<file path="src/rtl/vtscroll_if.sv">
`timescale 1ns/1ps
// vtscroll_if: register-slave and memory-master bus bundle for the vtscroll text engine.
// Latency: none (signal bundle only).
// Backpressure: master side stalls on m_ack_i; slave side always acknowledges one cycle after request.
// Ports: wb_* = register slave bus, m_* = text-buffer master bus, irq = completion interrupt.
// Modports: slave = engine side, master = system side (register host + text memory).
interface vtscroll_if;
  // register slave bus
  logic [15:0] wb_adr_i;
  logic [15:0] wb_dat_i;
  logic [15:0] wb_dat_o;
  logic        wb_cyc_i;
  logic        wb_stb_i;
  logic        wb_we_i;
  logic [1:0]  wb_sel_i;
  logic        wb_ack_o;
  // text-buffer master bus
  logic [15:0] m_adr_o;
  logic [15:0] m_dat_o;
  logic [15:0] m_dat_i;
  logic        m_cyc_o;
  logic        m_stb_o;
  logic        m_we_o;
  logic [1:0]  m_sel_o;
  logic        m_ack_i;
  // completion interrupt
  logic        irq;

  modport slave (
    input  wb_adr_i, wb_dat_i, wb_cyc_i, wb_stb_i, wb_we_i, wb_sel_i,
    output wb_dat_o, wb_ack_o,
    output m_adr_o, m_dat_o, m_cyc_o, m_stb_o, m_we_o, m_sel_o,
    input  m_dat_i, m_ack_i,
    output irq
  );

  modport master (
    output wb_adr_i, wb_dat_i, wb_cyc_i, wb_stb_i, wb_we_i, wb_sel_i,
    input  wb_dat_o, wb_ack_o,
    input  m_adr_o, m_dat_o, m_cyc_o, m_stb_o, m_we_o, m_sel_o,
    output m_dat_i, m_ack_i,
    input  irq
  );
endinterface

</file>
<file path="src/rtl/vtscroll.sv">
`timescale 1ns/1ps
// vtscroll: text-mode buffer engine -- clears the screen or scrolls it up one row over a master bus.
// Latency: register access acked 1 cycle after request; each buffer access is followed by a 1-cycle bus gap.
// Backpressure: master accesses hold address/data/strobe until m_ack_i; no register-side stall.
// Ports: wb_clk_i clock, wb_rst_i synchronous active-high reset, bus (vtscroll_if.slave) carries
//        the register slave bus (CSR at adr[1]=0, FILL at adr[1]=1), the buffer master bus and irq.
// Build option: define VTSCROLL_PROTECT_EN to keep row 0 (service line) out of clear and scroll.
module vtscroll #(
  parameter logic [15:0] VBASE = 16'h0000,
  parameter int          NCOL  = 80,
  parameter int          NROW  = 25
) (
  input  logic        wb_clk_i,
  input  logic        wb_rst_i,
  vtscroll_if.slave   bus
);

  localparam int ROWW   = NCOL / 2;          // words per text row
  localparam int NWORDS = NROW * ROWW;       // words per screen
  localparam int CW     = $clog2(NWORDS + 1);
`ifdef VTSCROLL_PROTECT_EN
  localparam int FIRST  = ROWW;
`else
  localparam int FIRST  = 0;
`endif
  localparam int LSTART = NWORDS - ROWW;     // first word of the bottom row

  localparam logic [CW-1:0] FIRST_W  = CW'(FIRST);
  localparam logic [CW-1:0] LSTART_W = CW'(LSTART);
  localparam logic [CW-1:0] LAST_W   = CW'(NWORDS - 1);
  localparam logic [CW-1:0] ROWW_W   = CW'(ROWW);

  typedef enum logic [2:0] {IDLE, RD, WR, FILL, GAP, FIN} state_t;

  state_t        state_q, state_d;
  state_t        resume_q, resume_d;     // access to issue when GAP ends
  logic [CW-1:0] idx_q, idx_d;           // destination word index
  logic [15:0]   rdat_q, rdat_d;         // word captured by the last RD
  logic [1:0]    cmd_q, cmd_d;
  logic          ie_q, ie_d;
  logic          busy_q, busy_d;
  logic          done_q, done_d;
  logic          err_q, err_d;
  logic [15:0]   fill_q, fill_d;         // FILL register as seen by software
  logic [15:0]   fill_run_q, fill_run_d; // copy frozen for the running operation
  logic          ack_q, ack_d;
  logic [15:0]   rdata_q, rdata_d;
  logic          irq_q, irq_d;
  logic          m_cyc_q, m_cyc_d;
  logic          m_we_q, m_we_d;
  logic [15:0]   m_adr_q, m_adr_d;
  logic [15:0]   m_dat_q, m_dat_d;

  logic          req;
  logic          start;
  logic [1:0]    start_cmd;
  logic [15:0]   csr_rd;
  logic [CW-1:0] idx_inc;
  logic          unused_adr;

  // Only address bit 1 selects a register.
  assign unused_adr = ^{bus.wb_adr_i[15:2], bus.wb_adr_i[0]};

  assign req     = bus.wb_cyc_i & bus.wb_stb_i & ~ack_q;
  assign csr_rd  = {6'b0, err_q, done_q, busy_q, ie_q, 3'b000, cmd_q, 1'b0};
  assign idx_inc = idx_q + 1'b1;

  function automatic logic [15:0] word_addr(input logic [CW-1:0] w);
    logic [15:0] w16;
    w16 = 16'(w);
    return VBASE + {w16[14:0], 1'b0};
  endfunction

  always_comb begin
    state_d    = state_q;
    resume_d   = resume_q;
    idx_d      = idx_q;
    rdat_d     = rdat_q;
    cmd_d      = cmd_q;
    ie_d       = ie_q;
    busy_d     = busy_q;
    done_d     = done_q;
    err_d      = err_q;
    fill_d     = fill_q;
    fill_run_d = fill_run_q;
    ack_d      = 1'b0;
    rdata_d    = rdata_q;
    m_cyc_d    = m_cyc_q;
    m_we_d     = m_we_q;
    m_adr_d    = m_adr_q;
    m_dat_d    = m_dat_q;
    start      = 1'b0;
    start_cmd  = cmd_q;

    // Register slave: side effects happen on the request cycle, ack and read data follow.
    if (req) begin
      ack_d = 1'b1;
      if (bus.wb_we_i) begin
        if (bus.wb_adr_i[1]) begin
          if (bus.wb_sel_i[0]) fill_d[7:0]  = bus.wb_dat_i[7:0];
          if (bus.wb_sel_i[1]) fill_d[15:8] = bus.wb_dat_i[15:8];
        end else begin
          // Clears go first so a GO-while-busy in the same write still leaves ERR set.
          if (bus.wb_sel_i[1]) begin
            if (bus.wb_dat_i[8]) done_d = 1'b0;
            if (bus.wb_dat_i[9]) err_d  = 1'b0;
          end
          if (bus.wb_sel_i[0]) begin
            ie_d = bus.wb_dat_i[6];
            if (busy_q) begin
              // CMD is frozen while an operation runs; a second GO only flags ERR.
              if (bus.wb_dat_i[0]) err_d = 1'b1;
            end else begin
              cmd_d = bus.wb_dat_i[2:1];
              if (bus.wb_dat_i[0]) begin
                start     = 1'b1;
                start_cmd = bus.wb_dat_i[2:1];
              end
            end
          end
        end
      end else begin
        rdata_d = bus.wb_adr_i[1] ? fill_q : csr_rd;
      end
    end

    case (state_q)
      IDLE: begin
        if (start) begin
          busy_d     = 1'b1;
          fill_run_d = fill_q;
          idx_d      = FIRST_W;
          unique case (start_cmd)
            2'b10: begin
              if (FIRST < LSTART) begin
                state_d = RD;
                m_cyc_d = 1'b1;
                m_we_d  = 1'b0;
                m_adr_d = word_addr(FIRST_W + ROWW_W);
              end else begin
                // Nothing to copy: go straight to blanking the bottom row.
                idx_d   = LSTART_W;
                state_d = FILL;
                m_cyc_d = 1'b1;
                m_we_d  = 1'b1;
                m_adr_d = word_addr(LSTART_W);
                m_dat_d = fill_q;
              end
            end
            2'b01: begin
              state_d = FILL;
              m_cyc_d = 1'b1;
              m_we_d  = 1'b1;
              m_adr_d = word_addr(FIRST_W);
              m_dat_d = fill_q;
            end
            default: state_d = FIN;
          endcase
        end
      end
      RD: begin
        if (bus.m_ack_i) begin
          rdat_d   = bus.m_dat_i;
          m_cyc_d  = 1'b0;
          resume_d = WR;
          state_d  = GAP;
        end
      end
      WR: begin
        if (bus.m_ack_i) begin
          m_cyc_d  = 1'b0;
          idx_d    = idx_inc;
          resume_d = (idx_inc < LSTART_W) ? RD : FILL;
          state_d  = GAP;
        end
      end
      FILL: begin
        if (bus.m_ack_i) begin
          m_cyc_d = 1'b0;
          state_d = GAP;
          if (idx_q == LAST_W) begin
            resume_d = FIN;
          end else begin
            idx_d    = idx_inc;
            resume_d = FILL;
          end
        end
      end
      GAP: begin
        case (resume_q)
          RD: begin
            state_d = RD;
            m_cyc_d = 1'b1;
            m_we_d  = 1'b0;
            m_adr_d = word_addr(idx_q + ROWW_W);
          end
          WR: begin
            state_d = WR;
            m_cyc_d = 1'b1;
            m_we_d  = 1'b1;
            m_adr_d = word_addr(idx_q);
            m_dat_d = rdat_q;
          end
          FILL: begin
            state_d = FILL;
            m_cyc_d = 1'b1;
            m_we_d  = 1'b1;
            m_adr_d = word_addr(idx_q);
            m_dat_d = fill_run_q;
          end
          default: state_d = FIN;
        endcase
      end
      FIN: begin
        // Completion wins over a same-cycle DONE clear.
        busy_d  = 1'b0;
        done_d  = 1'b1;
        state_d = IDLE;
      end
      default: state_d = IDLE;
    endcase

    irq_d = done_d & ie_d;
  end

  always_ff @(posedge wb_clk_i) begin
    if (wb_rst_i) begin
      state_q    <= IDLE;
      resume_q   <= IDLE;
      idx_q      <= '0;
      rdat_q     <= '0;
      cmd_q      <= 2'b00;
      ie_q       <= 1'b0;
      busy_q     <= 1'b0;
      done_q     <= 1'b0;
      err_q      <= 1'b0;
      fill_q     <= 16'h0020;
      fill_run_q <= 16'h0020;
      ack_q      <= 1'b0;
      rdata_q    <= '0;
      irq_q      <= 1'b0;
      m_cyc_q    <= 1'b0;
      m_we_q     <= 1'b0;
      m_adr_q    <= '0;
      m_dat_q    <= '0;
    end else begin
      state_q    <= state_d;
      resume_q   <= resume_d;
      idx_q      <= idx_d;
      rdat_q     <= rdat_d;
      cmd_q      <= cmd_d;
      ie_q       <= ie_d;
      busy_q     <= busy_d;
      done_q     <= done_d;
      err_q      <= err_d;
      fill_q     <= fill_d;
      fill_run_q <= fill_run_d;
      ack_q      <= ack_d;
      rdata_q    <= rdata_d;
      irq_q      <= irq_d;
      m_cyc_q    <= m_cyc_d;
      m_we_q     <= m_we_d;
      m_adr_q    <= m_adr_d;
      m_dat_q    <= m_dat_d;
    end
  end

  assign bus.wb_ack_o = ack_q;
  assign bus.wb_dat_o = rdata_q;
  assign bus.irq      = irq_q;
  assign bus.m_cyc_o  = m_cyc_q;
  assign bus.m_stb_o  = m_cyc_q;
  assign bus.m_we_o   = m_we_q;
  assign bus.m_adr_o  = m_adr_q;
  assign bus.m_dat_o  = m_dat_q;
  assign bus.m_sel_o  = 2'b11;

endmodule
</file>
<file path="src/flat_wrapper.sv">
// flat-port wrapper written by rule: the top's interface ports become plain ports
module vtscroll_flat 
#(
  parameter logic [15:0] VBASE = 16'h0000,
  parameter int          NCOL  = 80,
  parameter int          NROW  = 25
)
  (wb_clk_i, wb_rst_i, bus_wb_adr_i, bus_wb_dat_i, bus_wb_cyc_i, bus_wb_stb_i, bus_wb_we_i, bus_wb_sel_i, bus_wb_dat_o, bus_wb_ack_o, bus_m_adr_o, bus_m_dat_o, bus_m_cyc_o, bus_m_stb_o, bus_m_we_o, bus_m_sel_o, bus_m_dat_i, bus_m_ack_i, bus_irq);
  vtscroll_if bus_i ();
  input  logic wb_clk_i;
  input  logic wb_rst_i;
  input wire logic [$bits(bus_i.wb_adr_i)-1:0] bus_wb_adr_i;
  input wire logic [$bits(bus_i.wb_dat_i)-1:0] bus_wb_dat_i;
  input wire logic [$bits(bus_i.wb_cyc_i)-1:0] bus_wb_cyc_i;
  input wire logic [$bits(bus_i.wb_stb_i)-1:0] bus_wb_stb_i;
  input wire logic [$bits(bus_i.wb_we_i)-1:0] bus_wb_we_i;
  input wire logic [$bits(bus_i.wb_sel_i)-1:0] bus_wb_sel_i;
  output wire logic [$bits(bus_i.wb_dat_o)-1:0] bus_wb_dat_o;
  output wire logic [$bits(bus_i.wb_ack_o)-1:0] bus_wb_ack_o;
  output wire logic [$bits(bus_i.m_adr_o)-1:0] bus_m_adr_o;
  output wire logic [$bits(bus_i.m_dat_o)-1:0] bus_m_dat_o;
  output wire logic [$bits(bus_i.m_cyc_o)-1:0] bus_m_cyc_o;
  output wire logic [$bits(bus_i.m_stb_o)-1:0] bus_m_stb_o;
  output wire logic [$bits(bus_i.m_we_o)-1:0] bus_m_we_o;
  output wire logic [$bits(bus_i.m_sel_o)-1:0] bus_m_sel_o;
  input wire logic [$bits(bus_i.m_dat_i)-1:0] bus_m_dat_i;
  input wire logic [$bits(bus_i.m_ack_i)-1:0] bus_m_ack_i;
  output wire logic [$bits(bus_i.irq)-1:0] bus_irq;
  assign bus_i.wb_adr_i = bus_wb_adr_i;
  assign bus_i.wb_dat_i = bus_wb_dat_i;
  assign bus_i.wb_cyc_i = bus_wb_cyc_i;
  assign bus_i.wb_stb_i = bus_wb_stb_i;
  assign bus_i.wb_we_i = bus_wb_we_i;
  assign bus_i.wb_sel_i = bus_wb_sel_i;
  assign bus_wb_dat_o = bus_i.wb_dat_o;
  assign bus_wb_ack_o = bus_i.wb_ack_o;
  assign bus_m_adr_o = bus_i.m_adr_o;
  assign bus_m_dat_o = bus_i.m_dat_o;
  assign bus_m_cyc_o = bus_i.m_cyc_o;
  assign bus_m_stb_o = bus_i.m_stb_o;
  assign bus_m_we_o = bus_i.m_we_o;
  assign bus_m_sel_o = bus_i.m_sel_o;
  assign bus_i.m_dat_i = bus_m_dat_i;
  assign bus_i.m_ack_i = bus_m_ack_i;
  assign bus_irq = bus_i.irq;
  vtscroll #(.VBASE(VBASE), .NCOL(NCOL), .NROW(NROW)) u_core (.wb_clk_i(wb_clk_i), .wb_rst_i(wb_rst_i), .bus(bus_i));
endmodule
</file>
<file path="config.mk">
export PLATFORM = sky130hd
export DESIGN_NAME = vtscroll_flat
export DESIGN_NICKNAME = d
export VERILOG_FILES = /design/src/rtl/vtscroll_if.sv /design/src/rtl/vtscroll.sv /design/src/flat_wrapper.sv
export SDC_FILE = /design/constraint.sdc
export NUM_CORES = 1
export LEC_CHECK = 0
export BUFFER_PORTS_ARGS = -buffer_cell sky130_fd_sc_hd__buf_2
export CORE_MARGIN = 1.5
export CORE_UTILIZATION = 38
export DETAILED_ROUTE_END_ITERATION = 10
export PLACE_DENSITY_LB_ADDON = 0.2
export SKIP_CTS_REPAIR_TIMING = 1
export SYNTH_ARGS = -nofsm -noshare
export SYNTH_HDL_FRONTEND = slang
export SYNTH_SLANG_ARGS = --single-unit
</file>
<file path="constraint.sdc">
create_clock -name wb_clk_i -period 2.96 [get_ports wb_clk_i]
set_clock_uncertainty 0.1 [all_clocks]
set_input_delay 0.148 -clock wb_clk_i [delete_from_list [all_inputs] [get_ports wb_clk_i]]
set_output_delay 0.148 -clock wb_clk_i [all_outputs]
set_load 0.005 [all_outputs]
</file>
### Word-level counts from Yosys, hierarchy flattened

Index checks and enable logic that the tools add are counted.

* add/subtract/negate cells: 2
* bitwise gates (word level): 7
* reductions and logical operators: 24
* magnitude comparators: 1
* equality and inequality tests: 23
* mux-type cells: 64

Operator list (count)
* 16-bit one-hot mux with 2 select lines: 5
* 16-bit two-way mux: 4
* 10-bit two-way mux: 4
* 10-bit one-hot mux with 3 select lines: 1
* 1-bit two-way mux: 28
* 3-bit one-hot mux with 3 select lines: 3
* 4-bit AND reduction: 5
* 3-bit two-way mux: 6
* 5-bit AND reduction: 3
* 2-bit two-way mux: 7
* 2-bit != test (second input constant): 7
* 3-bit by 2-bit == test with 1-bit output (second input constant): 4
* 10-bit by 1-bit adder with 10-bit output (second input constant): 1
* 10-bit by 6-bit adder with 10-bit output (second input constant): 1
* 10-bit == test (second input constant): 1
* 10-bit < comparator (second input constant): 1
* 2-bit AND reduction: 5
* 3-bit nonzero test: 3
* 1-bit one-hot mux with 2 select lines: 4
* 3-bit by 1-bit == test with 1-bit output (second input constant): 2
* 3-bit == test (second input constant): 2
* 3-bit one-hot mux with 2 select lines: 1
* 3-bit OR reduction: 2
* 2-bit by 1-bit != test with 1-bit output (second input constant): 2
* other kinds (12): 19

* bits in registers: 122
* input bits: 56
* word-level logic and storage cells: 140

### Logic depth before layout (Yosys ltp)

* depth after elaboration: 11
* depth in mapped cells: 11

### Worst setup path after synthesis

No wires, ideal clock.

* path kind: register to register
* start point: register u_core.busy_q
* end point: register u_core.m_dat_q[10], in the netlist u_core.bus.m_dat_o[10]
* path slack: 408 ps
* data arrival time: 2336 ps
* stages on the path, launching flop included: 10
* setup time: 116 ps
* cell sequence: dfxtp_1 > nand4b_2 > nor2_1 > mux2_2 > ha_1 > nor2b_1 > a32oi_1 > clkbuf_2 > a2111oi_0 > a31o_2

* longest elaborated chain between the ends: 8
* elaborated cells on any way between the ends: 14
* those cells by class: eq/ne: 3; mux: 10; reduce/logical: 1

RTL lines
* start, declared: RTL line vtscroll.sv:41 `logic busy_q, busy_d;`
* start signal, assigned: RTL line vtscroll.sv:253 `busy_q <= busy_d;`
* 2-bit two-way mux: RTL line vtscroll.sv:110 `if (busy_q) begin`
* 2-bit two-way mux: RTL line vtscroll.sv:108 `if (bus.wb_sel_i[0]) begin`
* 2-bit two-way mux: RTL line vtscroll.sv:99 `if (bus.wb_adr_i[1]) begin`
* 2-bit two-way mux: RTL line vtscroll.sv:98 `if (bus.wb_we_i) begin`
* 2-bit two-way mux: RTL line vtscroll.sv:96 `if (req) begin`
* 2-bit by 1-bit == test with 1-bit output: RTL line vtscroll.sv:133 `unique case (start_cmd)`
* 2-bit != test (no source line)
* 4-bit AND reduction (no source line) (*)
* end signal, assigned: RTL line vtscroll.sv:264 `m_dat_q <= m_dat_d;`
* end, declared: RTL line vtscroll.sv:52 `logic [15:0] m_dat_q, m_dat_d;`

Every way passes the cells marked *; elsewhere a longest branch is shown, timed or not.
A chain may end at the register's enable or synchronous reset.

### Worst setup path after layout

* start point: register u_core.ack_q, in the netlist u_core.bus.wb_ack_o
* end point: register u_core.m_dat_q[10], in the netlist u_core.bus.m_dat_o[10]

* longest elaborated chain between the ends: 6
* elaborated cells on any way between the ends: 8
* those cells by class: eq/ne: 3; mux: 2; bitwise: 2; reduce/logical: 1

RTL lines
* start, declared: RTL line vtscroll.sv:46 `logic ack_q, ack_d;`
* start signal, assigned: RTL line vtscroll.sv:258 `ack_q <= ack_d;`
* 1-bit NOT (*): RTL line vtscroll.sv:64 `assign req = bus.wb_cyc_i & bus.wb_stb_i & ~ack_q;`
* 1-bit bitwise AND (*): RTL line vtscroll.sv:64
* 2-bit two-way mux: RTL line vtscroll.sv:96
* 2-bit by 1-bit == test with 1-bit output: RTL line vtscroll.sv:133
* 2-bit != test (no source line)
* 4-bit AND reduction (no source line) (*)

Marks and branches as above.

==> qor.txt <==
Reg area = 2320 sq um
DRT Wirelength = 15,300 um
met3 wire len = 772 um
Netlist Area Pre-Place = 5390 sq um
Filler cells = 1,334
Slew Limit Fails = 0
synthesized area per cell = 9.00 sq um
Clock Power Share = 0.539
VDD IR max = 0.370 mV
DR WL/cell = 17.0 um
Overflow after GRT = 0
Multi-input gate area = 2760 sq um
CTS tree = done
synthesis-to-layout area growth = 27.4%
met1 WL = 6550 um
period utilisation layout = 0.910
Worst setup EP type = register
CP bufs+invs = 2
Slew HR = 0.366
Synth Register Bits = 116
Die ar. = 14,900 sq um
RSZ-0062 raised after global routing = false
most frequent cells in the layout = dfxtp_1, buf_2, nand2_1, mux2i_1, nor2_1
top achievable clock speed = 371 MHz
root buffer cell = clkbuf_16
post-placement cell count = 835
Post-Syn Instances = 599
die width = 122 um
Internal Pwr Total = 3.15 mW
nets = 765
number of flops mapped to enable cells by yosys = 0
ANT nets after route = 0
total global-route track usage = 0.206
Reg power frac = 0.398
most used cell, CP = buf_4
Setup-failing EPs final = 0
vias = 4,950
post-detail-place hpwl = 10,300 um
WP data required = 3210 ps
Worst EP arrival = 2940 ps
worst-case clock buffer depth = 2
sw power = 0.869 mW
crit path kind = register to register
Cell Chain, Critical Path = nand4bb_4 > nor2_1 > mux2_2 > ha_1 > nor2b_1 > a32oi_1 > buf_4 > nand2b_1 > buf_4 > a31o_2
part of the power in combinational logic = 0.064
Final Non-Filler Cells = 899
layout cells sized above 1 = 0.234
DRT iter0 DRCs = 328
total power = 4.02 mW
I/O pin cnt = 111
Worst setup SP type = register
max-cap viol count = 0
Initial Utilization = 0.388
class of the worst hold path = input pin to register
total CTS buffers = 17
post-layout min period = 2690 ps
Seq/Total Area, Yosys = 0.431
via/cell ratio = 5.51
Yosys warning total = 0
delay-heaviest family, CP = simple AND/OR/NAND/NOR gates
global-route wire length before repair = 23,700 um
core footprint = 13,900 sq um
DRC Markers = 0
outcome = completed
Tightest Pin Transition = 951 ps
Clock transition at path regs = 50 ps
clock latency on the worst-skew pair = 410 ps
Leak = 2.60 nW
Highest Signal Layer = met4
Die Ht = 122 um
diodes inserted = 0
IO buf count = 87
most common cell after layout, fill and taps aside = dfxtp_1
Fin. Hold Viols = 0
# rows = 43
H-tree depth = 4
pwr/cell area = 585 nW/um^2
Final Cell Area = 6870 sq um
Synth Flop Type = dfxtp_1
Sw Ratio = 0.216
setup TNS = 0 ps
largest net degree at the start of global routing = 89
DR pass1 iterations = 5
Worst path max stage delay = 370 ps
initial antenna violation count = 0
post-synth cell types = 64
share of flip-flops with an asynchronous set or reset = 0
CTS sink count = 116
crit path max fanout = 17
CP max stage cell = mux2_2
hold slack = 1.16 ps
global placement routability congestion = 0.798
Post-DP Area = 5920 sq um
WL met2 = 7530 um
vias in the first global route = 4,690
[sequential cells by signal, summed over array words and instances (netlist names)]
name	cells
u_core.bus.wb_dat_o	16
u_core.state_q	3
u_core.resume_q	3
u_core.idx_q	10
u_core.err_q	1
u_core.bus.irq	1
u_core.bus.m_dat_o	16
u_core.fill_run_q	16
u_core.cmd_q	2
u_core.done_q	1
u_core.bus.m_adr_o	10
u_core.ie_q	1
u_core.bus.m_we_o	1
u_core.fill_q	16
u_core.bus.wb_ack_o	1
u_core.busy_q	1
u_core.bus.m_cyc_o	1
u_core.rdat_q	16
[area by class of cell]
| class | instances | share of cell area |
|---|---|---|
| tap | 180 | 0.0328 |
| clock buffer | 21 | 0.0685 |
| timing repair buffer | 139 | 0.132 |
| multi-input combinational | 425 | 0.402 |
| clock inverter | 11 | 0.0226 |
| inverter | 7 | 0.00383 |
| sequential | 116 | 0.338 |
[stage by stage]
stage,setup WS [ps],util
2_1_floorplan,408,-
4_1_cts,157,0.471
3_5_place_dp,188,0.426
5_1_grt,83.5,0.495
6_report,268,0.495
3_3_place_gp,254,0.426
[power by group through the flow]
stage | logic [mW] | clock network [mW] | registers [mW]
floorplan | 0.148 | 0 | 1.63
global placement | 0.217 | 0 | 1.63
detailed placement | 0.220 | 0 | 1.63
CTS | 0.221 | 2.20 | 1.60
global route | 0.280 | 2.27 | 1.60
finish | 0.255 | 2.16 | 1.60
[layer usage]
| layer | vias to the layer above | global-route usage |
|---|---|---|
| met5 | - | 0 |
| met4 | 0 | 0.0901 |
| met2 | 150 | 0.344 |
| li1 | 2381 | - |
| met3 | 32 | 0.0501 |
| met1 | 2387 | 0.251 |
[worst reg2reg max path: cells and delay by family (launching register included)]
family                   cells  cell delay, ps
AND/OR/NAND/NOR              4             750
multiplexers                 1             370
buffers and inverters        2             450
flip-flops                   1             320
AO/OA/AOI/OAI                2             390
adder cells (fa/ha/maj)      1             240
[cells in the mapped netlist, types with 6 or more instances]
cell type	instances	area, sq um
nand2_1	67	251
a21oi_1	39	195
inv_1	7	26.3
nor2b_1	7	43.8
o21ai_0	24	120
buf_2	6	30.0
dfxtp_1	116	2320
nor2_1	57	214
a211oi_1	7	52.6
a2111oi_0	18	158
nand4_1	9	56.3
mux2i_1	66	661
nor3_1	9	45.0
nand3_1	19	95.1
a31o_2	16	140
clkbuf_1	28	105
buf_4	11	82.6
[cell families (layout without fill, tap and decap cells)]
logic type / Yosys count / after routing / synth area share
adders and majority gates: 3 / 3 / 0.00696
AOI/OAI and AO/OA: 138 / 138 / 0.175
DFF: 116 / 116 / 0.431
xor gates and xnor gates: 3 / 3 / 0.00487
and+or+nand+nor: 204 / 204 / 0.191
buffers and inverters: 64 / 178 / 0.0617
other: 2 / 8 / 0.00139
muxes: 69 / 69 / 0.129
[path summary, 6_finish.rpt]
| check | endpoint | slack (ps) | from | cells past startpoint |
|---|---|---|---|---|
| max | u_core.bus.m_dat_o[10] | 270 | u_core.bus.wb_ack_o | 10 |
| min | u_core.err_q | 1 | bus_wb_sel_i[1] | 4 |
| max reg2reg | u_core.bus.m_dat_o[10] | 270 | u_core.bus.wb_ack_o | 10 |
| min reg2reg | u_core.bus.wb_dat_o[10] | 350 | u_core.bus.wb_dat_o[10] | 2 |
Note: power is estimated with default switching activity, not from simulation.
